===== config.mk =====
export PLATFORM = sky130hd
export DESIGN_NAME = mem_access_unit
export DESIGN_NICKNAME = d
export VERILOG_FILES = /design/src/rtl/mem_pkg.sv /design/src/rtl/mem_access_unit_load_extend.sv /design/src/rtl/mem_access_unit.sv
export SDC_FILE = /design/constraint.sdc
export NUM_CORES = 1
export LEC_CHECK = 0
export CAP_MARGIN = 20
export CELL_PAD_IN_SITES_DETAIL_PLACEMENT = 1
export CELL_PAD_IN_SITES_GLOBAL_PLACEMENT = 2
export CORE_MARGIN = 5
export CORE_UTILIZATION = 28
export CTS_CLUSTER_DIAMETER = 200
export DETAILED_ROUTE_END_ITERATION = 10
export MAX_ROUTING_LAYER = met4
export PLACE_DENSITY = 0.81
export RECOVER_POWER = 50
export SLEW_MARGIN = 25
export SYNTH_ARGS = -nofsm -noshare
export SYNTH_HDL_FRONTEND = slang
export SYNTH_SLANG_ARGS = --single-unit

===== constraint.sdc =====
create_clock -name clk -period 2.5 [get_ports clk]
set_input_delay 0.5 -clock clk [delete_from_list [all_inputs] [get_ports clk]]
set_output_delay 0.5 -clock clk [all_outputs]
set_load 0.03 [all_outputs]

===== src/rtl/mem_pkg.sv =====
// Shared definitions for the MEM-stage load/store path: operation codes,
// exception codes and the load/store classification helpers.
package mem_pkg;

  typedef enum logic [3:0] {
    NOP = 4'd0,
    LW  = 4'd1,
    LH  = 4'd2,
    LHU = 4'd3,
    LB  = 4'd4,
    LBU = 4'd5,
    SW  = 4'd6,
    SH  = 4'd7,
    SB  = 4'd8
  } mem_op_e;

  localparam logic [4:0] EXC_ADEL = 5'd4;
  localparam logic [4:0] EXC_ADES = 5'd5;

  function automatic logic is_load(input mem_op_e op);
    return (op == LW) || (op == LH) || (op == LHU) || (op == LB) || (op == LBU);
  endfunction

  function automatic logic is_store(input mem_op_e op);
    return (op == SW) || (op == SH) || (op == SB);
  endfunction

endpackage


===== src/rtl/mem_access_unit_load_extend.sv =====
// Picks the addressed byte/halfword out of the read word and extends it to
// 32 bits (sign for LB/LH, zero for LBU/LHU); LW passes the word through.
module load_extend (
  input  logic [3:0]  op,
  input  logic [1:0]  lane,
  input  logic [31:0] word,
  output logic [31:0] data
);
  import mem_pkg::*;

  logic signed [7:0]  byte_s;
  logic signed [15:0] half_s;

  // Lane selection and extension of the loaded value
  always_comb begin
    byte_s = '0;
    half_s = '0;
    data   = '0;
    case (lane)
      2'd0:    byte_s = word[7:0];
      2'd1:    byte_s = word[15:8];
      2'd2:    byte_s = word[23:16];
      default: byte_s = word[31:24];
    endcase
    half_s = lane[1] ? word[31:16] : word[15:0];
    case (mem_op_e'(op))
      LW:      data = word;
      LH:      data = 32'(half_s);
      LHU:     data = {16'h0000, half_s};
      LB:      data = 32'(byte_s);
      LBU:     data = {24'h000000, byte_s};
      default: data = '0;
    endcase
  end

endmodule


===== src/rtl/mem_access_unit.sv =====
// MEM-stage load/store unit. Stage A (_p1) holds the request and drives the
// data memory; stage B (_p2) holds the extended load result or exception.
module mem_access_unit #(
  parameter int         ADDR_W   = 32,
  parameter logic [4:0] EXC_ADEL = 5'd4,
  parameter logic [4:0] EXC_ADES = 5'd5
) (
  input  logic              clk,
  input  logic              reset,
  input  logic              stall,
  input  logic              flush,
  input  logic              in_valid,
  input  logic [3:0]        in_op,
  input  logic [ADDR_W-1:0] in_addr,
  input  logic [31:0]       in_wdata,
  input  logic [31:0]       in_pc,
  input  logic [4:0]        in_rd,
  output logic [ADDR_W-1:0] dm_addr,
  output logic [31:0]       dm_wdata,
  output logic [3:0]        dm_byteen,
  output logic              dm_we,
  output logic [31:0]       dm_pc,
  input  logic [31:0]       dm_rdata,
  output logic              wb_valid,
  output logic              wb_regwrite,
  output logic [4:0]        wb_rd,
  output logic [31:0]       wb_data,
  output logic [31:0]       wb_pc,
  output logic              exc_valid,
  output logic [4:0]        exc_code,
  output logic [ADDR_W-1:0] exc_addr,
  output logic [31:0]       exc_pc
);
  import mem_pkg::*;

  function automatic logic misaligned(input mem_op_e op, input logic [1:0] lsb);
    case (op)
      LW, SW:      return lsb != 2'b00;
      LH, LHU, SH: return lsb[0];
      default:     return 1'b0;
    endcase
  endfunction

  function automatic logic [3:0] byte_enables(input mem_op_e op, input logic [1:0] lsb);
    case (op)
      SW:      return 4'b1111;
      SH:      return lsb[1] ? 4'b1100 : 4'b0011;
      SB:      return 4'b0001 << lsb;
      default: return 4'b0000;
    endcase
  endfunction

  function automatic logic [31:0] replicate(input mem_op_e op, input logic [31:0] w);
    case (op)
      SH:      return {2{w[15:0]}};
      SB:      return {4{w[7:0]}};
      default: return w;
    endcase
  endfunction

  // ---- stage A: memory access ----
  logic              vld_p1;
  mem_op_e           op_p1;
  logic [ADDR_W-1:0] addr_p1;
  logic [31:0]       wdata_p1;
  logic [31:0]       pc_p1;
  logic [4:0]        rd_p1;

  // Capture the incoming request; flush or an idle input loads a bubble
  always_ff @(posedge clk or negedge reset) begin
    if (!reset) begin
      vld_p1   <= 1'b0;
      op_p1    <= NOP;
      addr_p1  <= '0;
      wdata_p1 <= '0;
      pc_p1    <= '0;
      rd_p1    <= '0;
    end else if (flush) begin
      vld_p1   <= 1'b0;
      op_p1    <= NOP;
      addr_p1  <= '0;
      wdata_p1 <= '0;
      pc_p1    <= '0;
      rd_p1    <= '0;
    end else if (!stall) begin
      vld_p1   <= in_valid;
      op_p1    <= in_valid ? mem_op_e'(in_op) : NOP;
      addr_p1  <= in_addr;
      wdata_p1 <= in_wdata;
      pc_p1    <= in_pc;
      rd_p1    <= in_rd;
    end
  end

  logic        load_p1;
  logic        store_p1;
  logic        mis_p1;
  logic        take_p1;
  logic        ld_ok_p1;
  logic [31:0] ext_p1;

  assign load_p1  = is_load(op_p1);
  assign store_p1 = is_store(op_p1);
  assign mis_p1   = misaligned(op_p1, addr_p1[1:0]);
  // An entry only moves on to stage B if it was not killed this cycle
  assign take_p1  = vld_p1 & ~flush;
  assign ld_ok_p1 = take_p1 & load_p1 & ~mis_p1;

  // The write strobe is purely combinational off stage A so that an async
  // reset (which clears vld_p1) drops it immediately; a stalled store waits
  // for its advancing cycle so each store writes exactly once.
  assign dm_addr   = addr_p1;
  assign dm_pc     = pc_p1;
  assign dm_byteen = byte_enables(op_p1, addr_p1[1:0]);
  assign dm_wdata  = replicate(op_p1, wdata_p1);
  assign dm_we     = vld_p1 & store_p1 & ~mis_p1 & ~stall & ~flush;

  load_extend u_load_extend (
    .op   (op_p1),
    .lane (addr_p1[1:0]),
    .word (dm_rdata),
    .data (ext_p1)
  );

  // ---- stage B: writeback ----
  logic              vld_p2;
  logic              regwrite_p2;
  logic [4:0]        rd_p2;
  logic [31:0]       data_p2;
  logic [31:0]       pc_p2;
  logic              exc_p2;
  logic [4:0]        code_p2;
  logic [ADDR_W-1:0] eaddr_p2;
  logic [31:0]       epc_p2;

  // Register the processed stage-A entry: load result or alignment fault
  always_ff @(posedge clk or negedge reset) begin
    if (!reset) begin
      vld_p2      <= 1'b0;
      regwrite_p2 <= 1'b0;
      rd_p2       <= '0;
      data_p2     <= '0;
      pc_p2       <= '0;
      exc_p2      <= 1'b0;
      code_p2     <= '0;
      eaddr_p2    <= '0;
      epc_p2      <= '0;
    end else if (!stall) begin
      vld_p2      <= take_p1;
      regwrite_p2 <= ld_ok_p1;
      rd_p2       <= rd_p1;
      data_p2     <= ld_ok_p1 ? ext_p1 : '0;
      pc_p2       <= pc_p1;
      exc_p2      <= take_p1 & mis_p1;
      code_p2     <= (take_p1 & mis_p1) ? (load_p1 ? EXC_ADEL : EXC_ADES) : 5'd0;
      eaddr_p2    <= (take_p1 & mis_p1) ? addr_p1 : '0;
      epc_p2      <= (take_p1 & mis_p1) ? pc_p1 : '0;
    end
  end

  assign wb_valid    = vld_p2;
  assign wb_regwrite = regwrite_p2;
  assign wb_rd       = rd_p2;
  assign wb_data     = data_p2;
  assign wb_pc       = pc_p2;
  assign exc_valid   = exc_p2;
  assign exc_code    = code_p2;
  assign exc_addr    = eaddr_p2;
  assign exc_pc      = epc_p2;

endmodule


==> out/results.ini, run 1 <==
[run_status]
status = finished with violations
violations = max-capacitance violations, max-slew violations, negative setup slack

[hold_path]
min_from = flush
hp-class = input pin to register

[cts]
clock_latency_ns = 0.57
cts_buffer_depth = 3
clk_pin_slew_ns = 0.06
cts.sinks = 243
cts_root_buf = clkbuf_16
htree_num_levels = 1
cts_made_buffers = 30
cts_tree = done

[global_route]
track_usage_pct = 17.9
antenna_found_initial = 3
gr-total-overflow = 0
grt_max_degree = 119
grt_pass1_vias = 9016
grt_pass1_wl_mm = 57.0

[power_and_ir_drop]
vdd_drop_max_mv = 0.637
p_leak_nw = 7.28
power_density_nw_per_um2 = 630

[timing]
max_slew_margin_pct = -14.2
setup_tns_ns = -2.38
worst_pin_slew_ns = 1.71
layout_min_cycle_time_ns = 2.71
layout_setup_ws_ns = -0.207
slew_violations = 180
post-route-period-util_pct = 108
setup_viol = 28
max_freq_mhz = 369
worst_clock_skew_ns = 0.0235
hold_viol = 0
rsz0062_at_grt = true

[die]
chipHeight_um = 203
fp.dieW_um = 203
io_pins = 384
start_util_pct = 28.4
core_area_sq_um = 36700
rows = 70
die_area_sq_um = 41200

[critical_path]
r2r-start = op_p1[3]
crit_buf_inv = 4
cp_top_family = buffers and inverters
cp_common_cell = buf_12
crit_required_ns = 2.00
worstSetupPathType = register to output pin
cp-startpoint = op_p1[0]
start_kind = register
worst_path_largest_cell_delay_ns = 0.42
endpoint_kind = output pin
crit_fanout = 4
critPathArrivalTime_ns = 2.21
cp_cell_sequence = nor4b_4, buf_6, nor2_4, buf_12, buf_8, mux2_4, buf_12
slowest_stage = dfrtp_1

[final_layout]
postLayoutCoreUtil_pct = 44.2
n_fill_cell = 3887
area_delta_synth_final_pct = 55.6
drive_above_1_share_pct = 19.8
layout.nets = 1371
finalNonFillerCells = 1724

[detailed_routing]
route.vias.total = 8282
totalWireLength_mm = 37.5
postRouteAntennaNets = 0
vias_per_cell = 4.80
drc = 0
first_pass_iters = 6
drt_iter0_markers = 303
wire_per_inst_um = 21.7

[yosys]
ys.flop_type = dfrtp_1
seq_area_frac_synth_pct = 58.3
synth_seq_cells = 243
async_flop_share_pct = 100
synth_cells = 841
synth_area_per_cell_sq_um = 12.4
synthDistinctLibCells = 43
synth_edf_count = 0
ys_warn_count = 0
syn_area_sq_um = 10400

[placed_design]
dp.cells = 1642
port_buffers = 380
globalplace.congestion = 0.844
dp_hpwl_mm = 25.4

[run]
maxCapViolations = 2

==> cell usage in the layout (no fill, tap or decap), types with 3 or more instances in the layout <==
| master | synthesis | final |
|---|---|---|
| diode_2 | 0 | 3 |
| buf_12 | 0 | 11 |
| nand2_4 | 0 | 5 |
| mux2_2 | 51 | 38 |
| a21oi_1 | 7 | 4 |
| buf_6 | 6 | 32 |
| a222oi_1 | 7 | 7 |
| a211oi_1 | 14 | 13 |
| clkdlybuf4s50_1 | 0 | 348 |
| conb_1 | 1 | 3 |
| o21ai_1 | 23 | 26 |
| mux4_2 | 8 | 8 |
| a211oi_2 | 4 | 4 |
| mux2i_1 | 103 | 103 |
| a22o_1 | 65 | 65 |
| dfrtp_1 | 243 | 240 |
| a221oi_2 | 7 | 7 |
| clkbuf_4 | 0 | 3 |
| a22oi_1 | 9 | 8 |
| clkbuf_16 | 0 | 31 |
| a21oi_2 | 0 | 3 |
| dfrtp_2 | 0 | 3 |
| o21ai_0 | 14 | 9 |
| nor2_4 | 0 | 3 |
| clkbuf_1 | 32 | 6 |
| clkbuf_8 | 0 | 8 |
| clkinv_2 | 0 | 6 |
| mux2_4 | 2 | 15 |
| nor2_1 | 116 | 114 |
| nand2_1 | 58 | 43 |
| buf_4 | 20 | 32 |
| buf_8 | 0 | 3 |
| nand2_2 | 0 | 10 |
| clkinvlp_4 | 0 | 3 |
==> per-layer routing <==
metal	wire (um)	GRT usage, %
met5	0	-
met4	671	3.71
met3	2650	5.24
met2	18900	29.5
met1	15200	22.1
==> logic make-up (layout without fill, tap and decap cells) <==
kind of cell	after synthesis	after routing	synth area share [%]
AO/OA/AOI/OAI	157	157	11.9
other	1	6	0.0359
multiplexers	164	164	17.4
AND/OR/NAND/NOR	193	193	8.02
buffers and inverters	83	493	4.35
flip-flops	243	243	58.3
==> flip-flops by register name, summed over array words and instances (netlist names), 32 cells and up <==
signal / count
wb_pc: 32
dm_addr: 32
exc_addr: 32
wdata_p1: 32
wb_data: 32
dm_pc: 32
exc_pc: 32
==> per-stage QoR <==
step,instance area [sq um],power (mW),setup WS [ns],hold slack [ns]
finish,16200,10.2,-0.207,0.423
CTS,16100,10.4,-0.237,0.295
global route,16200,10.7,-0.296,0.482
global placement,14800,5.79,0.0301,0.471
floorplan,10400,5.00,0.0729,0.204
detailed placement,14800,5.81,0.00201,0.477
==> Yosys cell counts (4+ instances only) <==
master / instances / area, sq um
mux2_2: 51 / 574
mux2i_1: 103 / 1030
a222oi_1: 7 / 70.1
nand2_1: 58 / 218
buf_1: 4 / 15.0
a211oi_2: 4 / 50.1
o21ai_0: 14 / 70.1
mux4_2: 8 / 180
o21ai_1: 23 / 115
buf_4: 20 / 150
a211oi_1: 14 / 105
a22o_1: 65 / 569
buf_6: 6 / 67.6
dfrtp_1: 243 / 6080
nor2_1: 116 / 435
buf_2: 18 / 90.1
a221oi_2: 7 / 105
clkbuf_1: 32 / 120
a21oi_1: 7 / 35.0
a22oi_1: 9 / 67.6
==> final cells by class <==
type                            instances  area [sq um]  share of cell area [%]
Clock buffer                           43           880                    5.42
Sequential cell                       243          6080                    37.5
Timing Repair Buffer                  434          4420                    27.2
Multi-Input combinational cell        517          4110                    25.3
Tap cell                              468           586                    3.61
Clock inverter                         13           138                   0.848
Inverter                                3          11.3                  0.0694
Antenna cell                            3          7.51                  0.0462
==> worst paths after layout <==
check	endpoint	slack, ns	depth (start not counted)
min	wb_valid	0.42	4
max in group asynchronous	wb_pc[22]	0.32	3
min reg2reg	wb_data[24]	0.49	2
max	dm_wdata[20]	-0.21	7
min in group asynchronous	wb_data[20]	0.94	2
max reg2reg	wb_data[22]	0.30	7
==> repair_timing <==
action / CTS / global route
hold endpoints to repair: 58 / 0
resized for setup: 146 / 41
pin swaps: 5 / 19
hold buffers: 1 / 0
cloned: 1 / 1
buffers inserted: 10 / 13
endpoints found under the setup margin: 30 / 29
==> worst reg2reg max path: cells and delay by family, from the launching register on <==
kind | cells | cell delay [ns]
simple gates | 2 | 1.03
compound gates | 2 | 0.28
flops | 1 | 0.39
buf+inv | 3 | 0.41
==> power by group <==
group          leakage, nW  switching (mW)  total [mW]  internal [mW]
clock network        0.497            1.78        4.44           2.65
registers             3.29           0.132        4.22           4.08
logic                 3.49           0.829        1.57          0.740
Note: power is estimated with default switching activity, not from simulation.
==> run 2, diff against run 1 <==
Settings changed: CORE_UTILIZATION 28 to 29, CTS_BUF_LIST from default to sky130_fd_sc_hd__clkbuf_8, PLACE_DENSITY 0.81 to 0.83, SLEW_MARGIN 25 to 20.
==> out/results.ini, run 2 (synthesis results as in run 1) <==
[run_status]
status = finished with violations  ; unchanged
violations = max-capacitance violations, max-slew violations, negative setup slack  ; unchanged

[die]
io_pins = 384  ; unchanged
start_util_pct = 29.3  ; was 28.4%
chipHeight_um = 200  ; was 203 um
fp.dieW_um = 200  ; was 203 um
core_area_sq_um = 35600  ; was 36700 sq um
die_area_sq_um = 39900  ; was 41200 sq um
rows = 69  ; was 70

[timing]
layout_min_cycle_time_ns = 2.61  ; was 2.71 ns
post-route-period-util_pct = 105  ; was 108%
worst_clock_skew_ns = 0.0228  ; was 0.0235 ns
rsz0062_at_grt = true  ; unchanged
fin_hold_ws_ns = 0.402  ; was 0.423 ns
worst_pin_slew_ns = 1.63  ; was 1.71 ns
max_slew_margin_pct = -8.87  ; was -14.2%
slew_violations = 107  ; was 180
max_freq_mhz = 383  ; was 369 MHz
setup_viol = 28  ; unchanged
hold_viol = 0  ; unchanged
layout_setup_ws_ns = -0.113  ; was -0.207 ns

[critical_path]
cp_top_family = simple AND/OR/NAND/NOR gates  ; was buffers and inverters
cp-endpoint = dm_wdata[16]  ; was dm_wdata[20]
crit_required_ns = 2.00  ; about the same
worstSetupPathType = register to output pin  ; unchanged
crit_buf_inv = 2  ; was 4
cp-startpoint = op_p1[0]  ; unchanged
reg2regPathDepth = 9  ; was 7
cp_cell_sequence = and4b_2, nor2_4, buf_12, mux2_2, buf_6  ; was nor4b_4, buf_6, nor2_4, buf_12, buf_8, mux2_4, buf_12
slowest_stage = dfrtp_1  ; unchanged
crit_cells = 5  ; was 7
r2r-start = op_p1[1]  ; was op_p1[3]
ff2ff_setup_slack_ns = 0.22  ; was 0.30 ns
crit_fanout = 7  ; was 4
start_kind = register  ; unchanged
worst_path_largest_cell_delay_ns = 0.41  ; was 0.42 ns
endpoint_kind = output pin  ; unchanged
r2r-end = wb_data[3]  ; was wb_data[22]
critPathArrivalTime_ns = 2.11  ; was 2.21 ns

[final_layout]
finalNonFillerCells = 1745  ; was 1724
n_fill_cell = 3762  ; was 3887
area_delta_synth_final_pct = 53.2  ; was 55.6%
drive_above_1_share_pct = 19.8  ; about the same
layout.nets = 1391  ; was 1371
final_cell_area_sq_um = 16000  ; was 16200 sq um
postLayoutCoreUtil_pct = 45.0  ; was 44.2%
final_common_cell = clkdlybuf4s50_1  ; unchanged
layout_common_cells = clkdlybuf4s50_1 (347), dfrtp_1 (242), nor2_1 (114)  ; was clkdlybuf4s50_1 (348), dfrtp_1 (240), nor2_1 (114)

[global_route]
grt_pass1_vias = 9439  ; was 9016
track_usage_pct = 18.7  ; was 17.9%
gr-total-overflow = 0  ; unchanged
antenna_found_initial = 3  ; unchanged
grt_max_degree = 107  ; was 119
grt_pass1_wl_mm = 56.9  ; was 57.0 mm

[power_and_ir_drop]
vdd_drop_max_mv = 0.352  ; was 0.637 mV
power_density_nw_per_um2 = 598  ; was 630 nW/um^2
p_comb_share_pct = 16.3  ; was 15.3%
p_seq_share_pct = 44.1  ; was 41.3%
intPower_mw = 6.88  ; was 7.47 mW
switchingPower_mw = 2.67  ; was 2.75 mW
clkPwrFrac_pct = 39.6  ; was 43.4%
p_leak_nw = 7.28  ; about the same
swShare_pct = 28.0  ; was 26.9%
total_power_mw = 9.56  ; was 10.2 mW

[detailed_routing]
vias_per_cell = 4.89  ; was 4.80
drt_iter0_markers = 259  ; was 303
drc = 0  ; unchanged
wire_per_inst_um = 21.5  ; was 21.7 um
first_pass_iters = 5  ; was 6
postRouteAntennaNets = 0  ; unchanged
totalWireLength_mm = 37.5  ; about the same
route.vias.total = 8535  ; was 8282

[cts]
cts.sinks = 243  ; unchanged
cts_tree = done  ; unchanged
cts_made_buffers = 45  ; was 30
cts_buffer_depth = 3  ; unchanged
clock_latency_ns = 0.56  ; was 0.57 ns
cts_root_buf = clkbuf_8  ; was clkbuf_16
htree_num_levels = 2  ; was 1
clk_pin_slew_ns = 0.07  ; was 0.06 ns

[placed_design]
globalplace.congestion = 0.811  ; was 0.844
port_buffers = 380  ; unchanged
dp_hpwl_mm = 26.1  ; was 25.4 mm
postPlaceCellArea_sq_um = 14800  ; about the same
dp.cells = 1641  ; was 1642

[hold_path]
hp-class = input pin to register  ; unchanged

[run]
maxCapViolations = 1  ; was 2

run 2: cell count changes in the layout (fill, tap and decap cells not counted), sizes merged:
cell / before / now
buf: 78 / 71
clkinvlp: 3 / 1
diode: 3 / 4
clkdlybuf4s50: 348 / 347
inv: 4 / 14
clkinv: 7 / 8
bufinv: 2 / 0
dlymetal6s2s: 0 / 1
clkbuf: 50 / 77
run 2: worst min-delay path by stage:
stage,from,to,slack (ns),cells after the start
final,flush,wb_valid,0.40,4
after floorplan,reset,dm_addr[0],0.20,0
after detailed placement,wb_data[1],wb_data[1],0.48,2
after global placement,wb_data[1],wb_data[1],0.47,2
after global routing,flush,wb_valid,0.40,4
after CTS,flush,wb_valid,0.27,4
run 2: repair_timing:
| action | 4_1_cts | 5_1_grt |
|---|---|---|
| hold buffers | 1 | 0 |
| resized for setup | 147 | 29 |
| hold endpoints to repair | 65 | 0 |
| pin swaps | 12 | 16 |
| gates cloned | 0 | 1 |
| endpoints found under the setup margin | 29 | 34 |
| setup buffers | 18 | 3 |
run 2: through the flow:
step                setup TNS (ns)  setup slack, ns
global placement                 0           0.0355
floorplan                        0           0.0729
CTS                          -3.10           -0.168
finish                       -1.80           -0.113
detailed placement         -0.0279          -0.0158
global route                 -4.51           -0.194
run 2: area by class of cell:
class	count	area (sq um)	area share, %
clock inverter	20	88.8	0.556
sequential	243	6080	38.0
multi-input combinational	517	4090	25.6
inverter	3	11.3	0.0704
clock buffer	58	798	4.99
tap	461	577	3.61
timing repair buffer	439	4340	27.1
antenna	4	10.0	0.0626
run 2: power by group through the flow:
| stage | Clock [mW] | Sequential [mW] | Combinational [mW] |
|---|---|---|---|
| 3_5_place_dp | 0 | 4.28 | 1.53 |
| 5_1_grt | 4.16 | 4.24 | 1.66 |
| 6_report | 3.79 | 4.22 | 1.55 |
| 2_1_floorplan | 0 | 4.47 | 0.529 |
| 3_3_place_gp | 0 | 4.27 | 1.51 |
| 4_1_cts | 3.95 | 4.22 | 1.57 |
run 2: tightest hold or removal path, cell delays in order:
cell      delay (ns)
clkbuf_1        0.14
nor2_1          0.08
nand2_1         0.15
nand2_1         0.06
run 2: layer usage:
| metal | global-route usage (%) | vias to the layer above | routed length (um) |
|---|---|---|---|
| met5 | - | - | 0 |
| met4 | 6.06 | 0 | 1090 |
| met3 | 5.78 | 64 | 3040 |
| met2 | 30.3 | 307 | 18500 |
| met1 | 22.5 | 4353 | 14900 |
| li1 | - | 3811 | - |
